## src/rtl/uart_msg_scheduler.sv

```systemverilog
// Arbitrates the single UART transmitter between coalesced sync markers and
// buffered note events, offering one byte at a time over a valid/ready handshake.
module uart_msg_scheduler #(
  parameter int                    DATA_WIDTH = 8,
  parameter int                    FIFO_DEPTH = 4,
  parameter logic [DATA_WIDTH-1:0] SYNC_BYTE  = 8'hFF
) (
  input  logic                          clk,
  input  logic                          rstn,
  input  logic                          sync_req,
  input  logic                          evt_push,
  input  logic [DATA_WIDTH-1:0]         evt_data,
  output logic [DATA_WIDTH-1:0]         tx_data,
  output logic                          tx_valid,
  input  logic                          tx_ready,
  output logic [$clog2(FIFO_DEPTH):0]   fifo_count,
  output logic                          fifo_full,
  output logic                          overflow,
  output logic                          collision
);

  localparam int                PTR_W   = $clog2(FIFO_DEPTH);
  localparam int                CNT_W   = PTR_W + 1;
  localparam logic [CNT_W-1:0]  DEPTH_C = CNT_W'(FIFO_DEPTH);

  typedef enum logic {
    IDLE = 1'b0,
    SEND = 1'b1
  } state_t;

  state_t                  state_r;
  logic [DATA_WIDTH-1:0]   mem_r [FIFO_DEPTH];
  logic [PTR_W-1:0]        wr_ptr_r;
  logic [PTR_W-1:0]        rd_ptr_r;
  logic [CNT_W-1:0]        count_r;
  logic                    sync_pending_r;
  logic                    overflow_r;
  logic                    collision_r;
  logic [DATA_WIDTH-1:0]   tx_data_r;
  logic                    tx_valid_r;

  logic                    full_s;
  logic                    evt_is_sync_s;
  logic                    pop_s;
  logic                    push_s;
  logic                    drop_s;

  assign full_s     = (count_r == DEPTH_C);
  assign fifo_full  = full_s;
  assign fifo_count = count_r;
  assign overflow   = overflow_r;
  assign collision  = collision_r;
  assign tx_data    = tx_data_r;
  assign tx_valid   = tx_valid_r;

  // Push/pop decisions; a pop frees the slot a same-cycle push writes into.
  always_comb begin
    evt_is_sync_s = 1'b0;
    pop_s         = 1'b0;
    push_s        = 1'b0;
    drop_s        = 1'b0;
    evt_is_sync_s = (evt_data == SYNC_BYTE);
    if ((state_r == IDLE) && !sync_pending_r && (count_r != {CNT_W{1'b0}})) begin
      pop_s = 1'b1;
    end else begin
      pop_s = 1'b0;
    end
    if (evt_push && !evt_is_sync_s && (!full_s || pop_s)) begin
      push_s = 1'b1;
    end else begin
      push_s = 1'b0;
    end
    if (evt_push && !evt_is_sync_s && full_s && !pop_s) begin
      drop_s = 1'b1;
    end else begin
      drop_s = 1'b0;
    end
  end

  // Event FIFO storage, pointers, occupancy and sticky error flags.
  always_ff @(posedge clk) begin
    if (!rstn) begin
      for (int i = 0; i < FIFO_DEPTH; i++) begin
        mem_r[i] <= {DATA_WIDTH{1'b0}};
      end
      wr_ptr_r    <= {PTR_W{1'b0}};
      rd_ptr_r    <= {PTR_W{1'b0}};
      count_r     <= {CNT_W{1'b0}};
      overflow_r  <= 1'b0;
      collision_r <= 1'b0;
    end else begin
      if (push_s) begin
        mem_r[wr_ptr_r] <= evt_data;
        wr_ptr_r        <= wr_ptr_r + PTR_W'(1);
      end
      if (pop_s) begin
        rd_ptr_r <= rd_ptr_r + PTR_W'(1);
      end
      case ({push_s, pop_s})
        2'b10:   count_r <= count_r + CNT_W'(1);
        2'b01:   count_r <= count_r - CNT_W'(1);
        default: count_r <= count_r;
      endcase
      if (drop_s) begin
        overflow_r <= 1'b1;
      end
      if (evt_push && evt_is_sync_s) begin
        collision_r <= 1'b1;
      end
    end
  end

  // Transmit FSM with registered handshake outputs and the coalescing sync flag.
  always_ff @(posedge clk) begin
    if (!rstn) begin
      state_r        <= IDLE;
      tx_data_r      <= {DATA_WIDTH{1'b0}};
      tx_valid_r     <= 1'b0;
      sync_pending_r <= 1'b0;
    end else begin
      if (sync_req) begin
        sync_pending_r <= 1'b1;
      end else if ((state_r == IDLE) && sync_pending_r) begin
        sync_pending_r <= 1'b0;
      end
      case (state_r)
        IDLE: begin
          if (sync_pending_r) begin
            tx_data_r  <= SYNC_BYTE;
            tx_valid_r <= 1'b1;
            state_r    <= SEND;
          end else if (pop_s) begin
            tx_data_r  <= mem_r[rd_ptr_r];
            tx_valid_r <= 1'b1;
            state_r    <= SEND;
          end else begin
            tx_valid_r <= 1'b0;
          end
        end
        SEND: begin
          if (tx_valid_r && tx_ready) begin
            tx_valid_r <= 1'b0;
            state_r    <= IDLE;
          end
        end
        default: begin
          tx_valid_r <= 1'b0;
          state_r    <= IDLE;
        end
      endcase
    end
  end

endmodule

```

## config.mk

```make
export PLATFORM = sky130hd
export DESIGN_NAME = uart_msg_scheduler
export DESIGN_NICKNAME = d
export VERILOG_FILES = /design/src/rtl/uart_msg_scheduler.sv
export SDC_FILE = /design/constraint.sdc
export NUM_CORES = 1
export LEC_CHECK = 0
export ABC_CLOCK_PERIOD_IN_PS = 6400
export BUFFER_PORTS_ARGS = -buffer_cell sky130_fd_sc_hd__buf_2
export CAP_MARGIN = 0
export CORE_MARGIN = 5
export CORE_UTILIZATION = 50
export CTS_CLUSTER_DIAMETER = 100
export CTS_CLUSTER_SIZE = 12
export DETAILED_ROUTE_END_ITERATION = 16
export PLACE_DENSITY = 0.7
export SYNTH_ARGS = -nofsm -noshare
export SYNTH_HDL_FRONTEND = slang
export SYNTH_SLANG_ARGS = --single-unit
```

## constraint.sdc

```tcl
create_clock -name clk -period 6.4 [get_ports clk]
set_input_delay 0.32 -clock clk [delete_from_list [all_inputs] [get_ports clk]]
set_output_delay 0.32 -clock clk [all_outputs]
set_load 0.01 [all_outputs]
```

==> summary.md, run 1 <==
| Metric | Value |
|---|---|
| Final Wtd Congestion | `about 0.89` |
| Top FF cell, synth | `edfxtp_1` |
| Starting density of the core | `0.524` |
| Final design utilization | `0.587` |
| Detailed Routing Iterations Pass 1 | `4` |
| DIE AREA | `around 0.0061 mm2` |
| Die Span X | `~78 um` |
| Average routed wire per standard cell | `about 19 um` |
| Antenna violations before repair | `0` |
| Syn_nets | `181` |
| Setup violators final | `0` |
| Synth top cells by count | `edfxtp_1 (32), and2_1 (22), dfxtp_1 (22), and3_1 (14)` |
| CTS Root Cell | `clkbuf_8` |
| #FFs+latches synth | `54` |
| CTS sink cnt | `between 50 and 60` |
| H-tree depth | `2` |
| RR Startpoint | `fifo_count[2]` |
| Crit-path cells | `or3b_4, o221a_4, inv_2, ha_1, inv_1, fa_1, xor2_1, or3_2, a21boi_0` |
| Post_cts resized | `0` |
| Met2 usage | `0.278` |
| WL final | `4730 um` |
| Synthesized instance count | `about 170` |
| Simple-gate share of the synthesized area | `0.180` |
| Compound-Gate Fraction of Synth Area | `0.0812` |
| FF-to-FF setup slack | `between 3000 and 4000 ps` |
| RSZ-0062 raised after global routing | `false` |
| First-pass GRT wire length | `7980 um` |
| Critical path depth | `9` |
| Leakage power | `approximately 1.1 nW` |
| Detailed placer's ending HPWL | `3240 um` |
| Final-layout fill cell count | `around 350` |
| Chip height | `~78 um` |
| Critical Path Slowest Stage Cell | `dfxtp_1` |
| Number of inserted diodes | `0` |
| Crit-path max cell delay | `420 ps` |
| Hold buffer count at cts | `0` |
| Pwr per Cell Area | `between 300 and 400 mW/mm2` |
| Reg2reg end | `fifo_count[2]` |
| Post-synthesis cell area | `0.00231 mm2` |
| Core ar. | `0.00441 mm2` |
| Layout cells sized above 1 | `0.313` |
| Overall power | `~0.95 mW` |
| Synth Warn # | `0` |
| Worst-path maximum fanout | `14` |
| Vias in the first global route | `about 1500` |
| Worst EP required | `around 6600 ps` |
| Setup Crit Path Kind | `flop to flop` |
| Met1 global-route usage | `0.228` |
| Area grow syn2layout | `12.1%` |
| Syn avg cell area | `~14 um2` |
| Worst Tran Pin Value | `869 ps` |
| Placed instance area | `0.00248 mm2` |
| Finished Cell Area | `around 0.0026 mm2` |
| Slew Limit Fails | `0` |
| Crit path buf inv count | `2` |
| Leading post-synthesis cells by cell area | `edfxtp_1 (42%), dfxtp_1 (19%), mux4_2 (7.8%)` |
| Crit path to | `fifo_count[2]` |
| CTS clk-pin slew, worst paths | `~90 ps` |
| CTS tree | `built` |
| GRT Total Usage | `0.173` |
| GR met3 Demand/Resource | `0.0405` |
| Setup_tns | `0 ps` |
| Worst VDD drop | `between 150 and 200 uV` |
| Count leader, synth | `edfxtp_1` |
| Starting DRT DRC Count | `between 150 and 200` |
| Clock Skews | `roughly 6.5 ps` |
| Largest delay share family, worst path | `simple AND/OR/NAND/NOR gates` |
| Post-synth EDFFs | `32` |
| Xor-xnor portion of the synthesized cell area | `0.0152` |
| CP arrival | `2990 ps` |
| Via count | `roughly 1400` |
| ANT nets after route | `0` |
| Share of synthesized registers carrying an async set or reset | `0` |
| Share of the synthesized area in the top cell type | `0.416` |
| Slew headroom | `0.419` |
| Setup bufs post-CTS | `0` |
| Clock latency on the worst-skew pair | `approximately 310 ps` |
| Adder-Cell Fraction of Synth Area | `0.0141` |
| Final WS setup | `around 3600 ps` |
| Fmax achieved | `0.362 GHz` |
| CP Launch Type | `flop` |
| Worst min path class | `input port to flop` |
| DR vias/cell | `~5.7` |
| I/O pin total | `28` |
| Placement Setup Slack | `3670 ps` |
| Run status | `finished, final reports clean` |
| Number of buffers created by CTS | `5` |
| GR peak layer | `met2` |
| Total global routing overflow | `0` |
| Tmin final | `between 2000 and 3000 ps` |
| # DRC | `0` |
| Row count | `24` |
| Hold Path Stages | `3` |
| Clock Path Buffers | `2` |
| Largest family of logic cells by synthesized area | `simple AND/OR/NAND/NOR gates` |
| Post-synthesis cell type count | `38` |
| Endpoints failing hold | `0` |
| Sequential share of the synthesized area | `0.606` |
| Yosys top cell by area | `edfxtp_1` |
| Max-cap violations | `0` |
| Final critical-path share of the clock period | `0.432` |
| Port bufs | `27` |
| Nets | `about 210` |
| Largest net degree at the start of global routing | `36` |
| Mux contribution to synthesized area | `0.0780` |
| Setup crit start | `fifo_count[2]` |
| R2r worst-path depth | `9` |
| Critical Path End Type | `flop` |
==> placed cells by master (no fill, tap or decap), types with 2 or more instances in the layout <==
cell | Yosys | routed
inv_1 | 5 | 5
a21boi_0 | 2 | 2
nand4_1 | 2 | 2
and2_1 | 22 | 22
and3_1 | 14 | 14
nand2b_1 | 2 | 2
o21a_1 | 3 | 3
nor2_1 | 3 | 3
o21ai_0 | 3 | 3
nor2b_1 | 3 | 3
buf_2 | 1 | 27
nand3_1 | 2 | 2
and3_2 | 2 | 2
xnor2_1 | 3 | 3
clkbuf_1 | 4 | 2
a21oi_1 | 2 | 2
edfxtp_1 | 32 | 32
o221a_2 | 8 | 8
dfxtp_1 | 22 | 22
mux4_2 | 8 | 8
or3_2 | 2 | 2
nand2_1 | 5 | 5
clkbuf_8 | 0 | 5
==> flip-flops by register name (all words and copies together) (netlist names), named ones only <==
register and cells:
collision 1, fifo_count 3, mem_r 32, overflow 1, rd_ptr_r 2, state_r 1, sync_pending_r 1, tx_data 8
tx_valid 1, wr_ptr_r 2
==> metrics by stage <==
stage | cells | hold slack (ps)
finish | 247 | 239
global placement | 239 | 453
CTS | 247 | 241
detailed placement | 239 | 462
floorplan | 166 | 459
global route | 247 | 277
==> layout make-up <==
class,count,area (um2),share of cell area
clock buffer,7,76.3,0.0295
tap,52,65.1,0.0251
multi-input combinational,99,852,0.329
sequential,54,1400,0.541
clock inverter,1,30.0,0.0116
inverter,6,22.5,0.00870
timing repair buffer,28,143,0.0551
==> how the worst min path moves through the flow <==
stage	from	end	slack, ps
finish	sync_req	sync_pending_r	240
global route	sync_req	sync_pending_r	280
CTS	sync_req	sync_pending_r	240
detailed placement	overflow	overflow	460
global placement	overflow	overflow	450
floorplan	sync_req	sync_pending_r	460
==> worst min-delay path: stages <==
cell	delay, ps
buf_2	70
a21oi_1	30
nor2b_1	90
==> layer usage <==
| metal | share of wire | routed length (um) | vias to the layer above |
|---|---|---|---|
| li1 | - | - | 679 |
| met1 | 0.42 | 2000 | 695 |
| met3 | 0.044 | 207 | 10 |
| met2 | 0.51 | 2420 | 35 |
| met4 | 0.021 | 101 | 0 |
| met5 | 0 | 0 | - |
==> power by group <==
group	total, mW	leakage, nW	internal, mW	switching, mW
Sequential	0.472	0.514	0.427	0.0453
Clock	0.222	0.0524	0.117	0.105
Combinational	0.254	0.492	0.121	0.133
==> cell families (layout without fill, tap and decap cells) <==
kind of cell | after synthesis | in the layout
buffers and inverters | 13 | 42
XOR/XNOR | 4 | 4
AND/OR/NAND/NOR | 64 | 64
adder cells (fa/ha/maj) | 2 | 2
AO/OA/AOI/OAI | 21 | 21
flip-flops | 54 | 54
multiplexers | 8 | 8
(Power assumes the default switching activity.)
==> run 2: changes to the inputs <==
ABC_AREA = 1   (was default)
ABC_CLOCK_PERIOD_IN_PS = 2900   (was 6400)
clock period = 2.9 ns   (was 6.4 ns; I/O delays follow)
==> summary.md, run 2 <==
| Metric | Value |
|---|---|
| Yosys top cell by area | `edfxtp_1` |
| Setup violators final | `0` |
| Via count | `1671` |
| Total global routing overflow | `0` |
| Max-cap violations | `0` |
| Multi-input gate area | `between 800 and 900 um2` |
| # DRC | `0` |
| Layout cells sized above 1 | `0.199` |
| CP arrival | `about 2300 ps` |
| Synth Warn # | `0` |
| I/O pin total | `28` |
| Worst EP required | `3090 ps` |
| Worst VDD drop | `372 uV` |
| Setup Crit Path Kind | `flop to flop` |
| Share of the synthesized area in the top cell type | `0.400` |
| CTS Root Cell | `clkbuf_8` |
| WL final | `approximately 4300 um` |
| Number of buffers created by CTS | `5` |
| CP Launch Type | `flop` |
| ANT nets after route | `0` |
| Detailed Routing Iterations Pass 1 | `4` |
| Port bufs | `27` |
| Most common cell after layout, fill and taps aside | `nor2_1` |
| Setup_tns | `0 ps` |
| Routed wl met3 | `approximately 240 um` |
| Slew Limit Fails | `0` |
| CTS sink cnt | `54` |
| Syn_nets | `260` |
| Core ar. | `~0.0047 mm2` |
| Count leader, synth | `nor2_1` |
| Max reg flops | `32` |
| Setup bufs post-CTS | `0` |
| DIE AREA | `0.00629 mm2` |
| Die Span X | `79.3 um` |
| Slew headroom | `0.525` |
| Clock Skews | `8.85 ps` |
| Critical Path End Type | `flop` |
| Most frequent cells in the layout | `nor2_1 (54), edfxtp_1 (32), buf_2 (27)` |
| Finished Cell Area | `between 0.002 and 0.003 mm2` |
| Top FF cell, synth | `edfxtp_1` |
| Row count | `25` |
| Top sig layer | `met4` |
| Placed instance area | `approximately 0.0026 mm2` |
| Routed met1 length | `2050 um` |
| Leading post-synthesis cells by cell area | `edfxtp_1 (40%), dfxtp_1 (18%), nor2_1 (8.4%)` |
| Hold buffer count at cts | `0` |
| Run status | `finished, final reports clean` |
| Tmin final | `approximately 2100 ps` |
| Share of synthesized registers carrying an async set or reset | `0` |
| Post-synthesis cell area | `0.00240 mm2` |
| Clock latency on the worst-skew pair | `between 300 and 400 ps` |
| Top reg by flops | `mem_r` |
| CTS tree | `built` |
| Final critical-path share of the clock period | `0.719` |
| Nets | `286` |
| Post-synth EDFFs | `32` |
| H-tree depth | `2` |
| Area grow syn2layout | `9.69%` |
| Post_cts resized | `0` |
| FF-to-FF setup slack | `slightly above 800 ps` |
| Starting DRT DRC Count | `between 50 and 60` |
| RSZ-0062 raised after global routing | `false` |
| CTS clk-pin slew, worst paths | `approximately 90 ps` |
| Pwr per Cell Area | `a little over 800 mW/mm2` |
| Final Wtd Congestion | `about 0.79` |
| Synthesized instance count | `about 250` |
| Final-layout fill cell count | `approximately 420` |
| Routed wl met2 | `approximately 2000 um` |
| Leakage power | `between 1 and 1.5 nW` |
| Register area | `roughly 0.0014 mm2` |
| GRT Total Usage | `0.150` |
| Worst-path maximum fanout | `10` |
| Largest net degree at the start of global routing | `22` |
| Antenna violations before repair | `0` |
| Fmax achieved | `about 0.48 GHz` |
| #FFs+latches synth | `54` |
| First-pass GRT wire length | `approximately 7300 um` |
| Worst Tran Pin Value | `about 710 ps` |
| Clock Path Buffers | `2` |
| Average routed wire per standard cell | `about 13 um` |
| Endpoints failing hold | `0` |
| Worst min path class | `input port to flop` |
| Syn avg cell area | `about 9.8 um2` |
| Detailed placer's ending HPWL | `roughly 3100 um` |
| Starting density of the core | `0.512` |
| DR vias/cell | `5.13` |
| Post-synthesis cell type count | `28` |
| Chip height | `79.3 um` |
| Sequential share of the synthesized area | `0.584` |
| Number of inserted diodes | `0` |
| Vias in the first global route | `~1600` |
| Synth top cells by count | `nor2_1 (54), edfxtp_1 (32), dfxtp_1 (22), o21ai_0 (20), inv_1 (18)` |
## run 2: worst max-delay path, stage by stage, from the launching register on
cell     delay, ps
dfxtp_1        430
nor2_2          90
nand2_1        110
nand3_2        110
inv_2          150
ha_1           160
inv_1           60
fa_1           380
a21oi_1        150
o21ai_0        120
o21ai_0        170
a21oi_1         60
## run 2: kinds of logic (layout without fill, tap and decap cells)
group | after synthesis | in the layout | synth area share
and+or+nand+nor | 102 | 102 | 0.218
DFF | 54 | 54 | 0.584
AOI/OAI and AO/OA | 53 | 53 | 0.123
buffers and inverters | 34 | 61 | 0.0620
adders and majority gates | 2 | 2 | 0.0135
## run 2: final cells by class
cell class,instances,share of cell area
flip-flops and latches,54,0.532
repair buffers,27,0.0513
well taps,54,0.0257
inverters,26,0.0371
clock buffers,6,0.0276
multi-input cells,157,0.323
clock inverters,2,0.00333
## run 2: routing by layer
metal  global-route usage  vias to the layer above
met5                    0                        -
met4               0.0670                        0
li1                     -                      873
met3               0.0317                        7
met1                0.201                      751
met2                0.233                       40
## run 2: path summary, 6_finish.rpt
check | from | to | depth (start not counted)
max reg2reg | fifo_count[0] | fifo_count[2] | 11
max | fifo_count[0] | fifo_count[2] | 11
min | sync_req | sync_pending_r | 3
min reg2reg | overflow | overflow | 2
## run 2: stage by stage
stage	util	instances	setup WS, ps	power (mW)	hold WS, ps
floorplan	-	245	975	1.59	262
global placement	0.544	318	917	1.77	356
detailed placement	0.544	318	866	1.79	370
CTS	0.561	326	834	2.19	42.7
global route	0.561	326	630	2.33	54.2
finish	0.561	326	814	2.17	49.2
## run 2: power breakdown
part | switching (mW) | internal (mW) | leakage (nW) | total, mW
registers | 0.125 | 0.967 | 0.515 | 1.09
clock network | 0.235 | 0.167 | 0.0426 | 0.401
logic | 0.425 | 0.249 | 0.542 | 0.674
total | 0.785 | 1.38 | 1.10 | 2.17
==> run 3: changes to the inputs <==
ABC_AREA = 0   (was 1)
ABC_CLOCK_PERIOD_IN_PS = 2000   (was 2900)
clock period = 2 ns   (was 2.9 ns; I/O delays follow)
==> summary.md, run 3 (synthesis results as in run 1) <==
| Metric | Value |
|---|---|
| Hold buffer count at cts | `0` |
| Largest net degree at the start of global routing | `25` |
| Die Span X | `roughly 78 um` |
| Nets | `232` |
| Worst VDD drop | `~500 uV` |
| Worst Tran Pin Value | `635 ps` |
| DIE AREA | `0.00608 mm2` |
| DR vias/cell | `approximately 5.6` |
| Non-filler cells in the finished layout | `270` |
| Worst min path class | `input port to flop` |
| Max-cap violations | `0` |
| Setup violators final | `2` |
| CTS clk-pin slew, worst paths | `90 ps` |
| Vias in the first global route | `~1600` |
| CTS tree | `built` |
| Most frequent cells in the layout | `edfxtp_1 (32), buf_2 (27), buf_4 (24)` |
| Clock latency on the worst-skew pair | `around 300 ps` |
| Slew Limit Fails | `0` |
| Setup Crit Path Kind | `flop to flop` |
| Final-layout fill cell count | `between 300 and 400` |
| Final WS setup | `-244 ps` |
| Port bufs | `27` |
| GRT Total Usage | `0.173` |
| ANT nets after route | `0` |
| Pwr per Cell Area | `around 1100 mW/mm2` |
| # DRC | `0` |
| Number of buffers created by CTS | `5` |
| Top reg by flops | `mem_r` |
| Slew headroom | `0.576` |
| Final Wtd Congestion | `0.815` |
| Max reg flops | `32` |
| Chip height | `around 80 um` |
| Overall power | `roughly 3.2 mW` |
| Antenna violations before repair | `0` |
| Placed Cells | `roughly 260` |
| Layout cells sized above 1 | `0.454` |
| Most common cell after layout, fill and taps aside | `edfxtp_1` |
| WL final | `around 4900 um` |
| Final critical-path share of the clock period | `1.12` |
| CP arrival | `between 2000 and 2500 ps` |
| Register area | `~0.0014 mm2` |
| Via count | `~1500` |
| H-tree depth | `2` |
| Core ar. | `about 0.0044 mm2` |
| Starting DRT DRC Count | `around 180` |
| Clock Skews | `roughly 5.3 ps` |
| CTS Root Cell | `clkbuf_8` |
| CTS sink cnt | `54` |
| Failing checks | `setup timing` |
| CP Launch Type | `flop` |
| Worst EP required | `roughly 2200 ps` |
| Worst-path maximum fanout | `2` |
| Row count | `24` |
| Detailed placer's ending HPWL | `around 3500 um` |
| Placement Setup Slack | `-295 ps` |
| Total global routing overflow | `0` |
| Clock Path Buffers | `2` |
| Number of inserted diodes | `0` |
| Finished Cell Area | `0.00281 mm2` |
| Critical Path End Type | `flop` |
| Area grow syn2layout | `21.7%` |
| Tmin final | `between 2000 and 2500 ps` |
| Run status | `finished, violations left` |
| Leakage power | `1.18 nW` |
| First-pass GRT wire length | `8140 um` |
| Starting density of the core | `0.524` |
| Endpoints failing hold | `0` |
| I/O pin total | `28` |
| Fmax achieved | `~0.45 GHz` |
| Average routed wire per standard cell | `18.0 um` |
| RSZ-0062 raised after global routing | `true` |
| Placed instance area | `approximately 0.0027 mm2` |
| Multi-input gate area | `902 um2` |
| Detailed Routing Iterations Pass 1 | `4` |
-- run 3: cell types whose count changed in the layout (fill, tap and decap cells not counted), sizes merged, moves of 11 or more --
cell   previous run  this run
inv              25         6
nand2            17         6
and2              0        23
o21ai            33         3
nor2             57         3
buf              27        51
-- run 3: repair_timing --
action | CTS | global route
setup buffers | 3 | 1
endpoints found under the setup margin | 18 | 18
resized for setup | 5 | 4
pin swaps | 6 | 3
-- run 3: final timing paths --
check                 from              to  slack (ps)  cells after the start
max reg2reg  fifo_count[2]   fifo_count[2]        -240                      9
min               sync_req  sync_pending_r          30                      3
max          fifo_count[2]   fifo_count[2]        -240                      9
min reg2reg       overflow        overflow         480                      1
-- run 3: layout make-up --
| class | count | share of cell area |
|---|---|---|
| flip-flops and latches | 54 | 0.501 |
| multi-input cells | 99 | 0.321 |
| repair buffers | 51 | 0.112 |
| clock buffers | 6 | 0.0294 |
| well taps | 52 | 0.0231 |
| inverters | 6 | 0.00890 |
| clock inverters | 2 | 0.00445 |
-- run 3: where the power goes --
group | internal [mW] | switching (mW)
Clock | 0.279 | 0.349
Combinational | 0.582 | 0.516
Sequential | 1.37 | 0.105
Total | 2.24 | 0.970
-- run 3: per-stage QoR --
stage,util,setup TNS (ps),hold slack (ps)
3_5_place_dp,0.601,-1130,359
3_3_place_gp,0.601,-426,327
6_report,0.637,-297,32.6
2_1_floorplan,-,-432,239
4_1_cts,0.633,-306,25.4
5_1_grt,0.637,-406,33.2
-- run 3: metal layers --
| metal | wire, um | GRT usage | vias up |
|---|---|---|---|
| met4 | 63 | 0.0574 | 0 |
| met1 | 2130 | 0.226 | 751 |
| met3 | 214 | 0.0498 | 8 |
| met5 | 0 | 0 | - |
| li1 | - | - | 725 |
| met2 | 2460 | 0.277 | 35 |
-- run 3: worst max-delay path, stage by stage (launching register included) --
cell	delay, ps
dfxtp_4	350
or3b_4	380
o221a_4	280
inv_4	60
ha_4	120
inv_2	40
fa_2	330
xor2_1	160
or3_4	330
a21boi_2	130
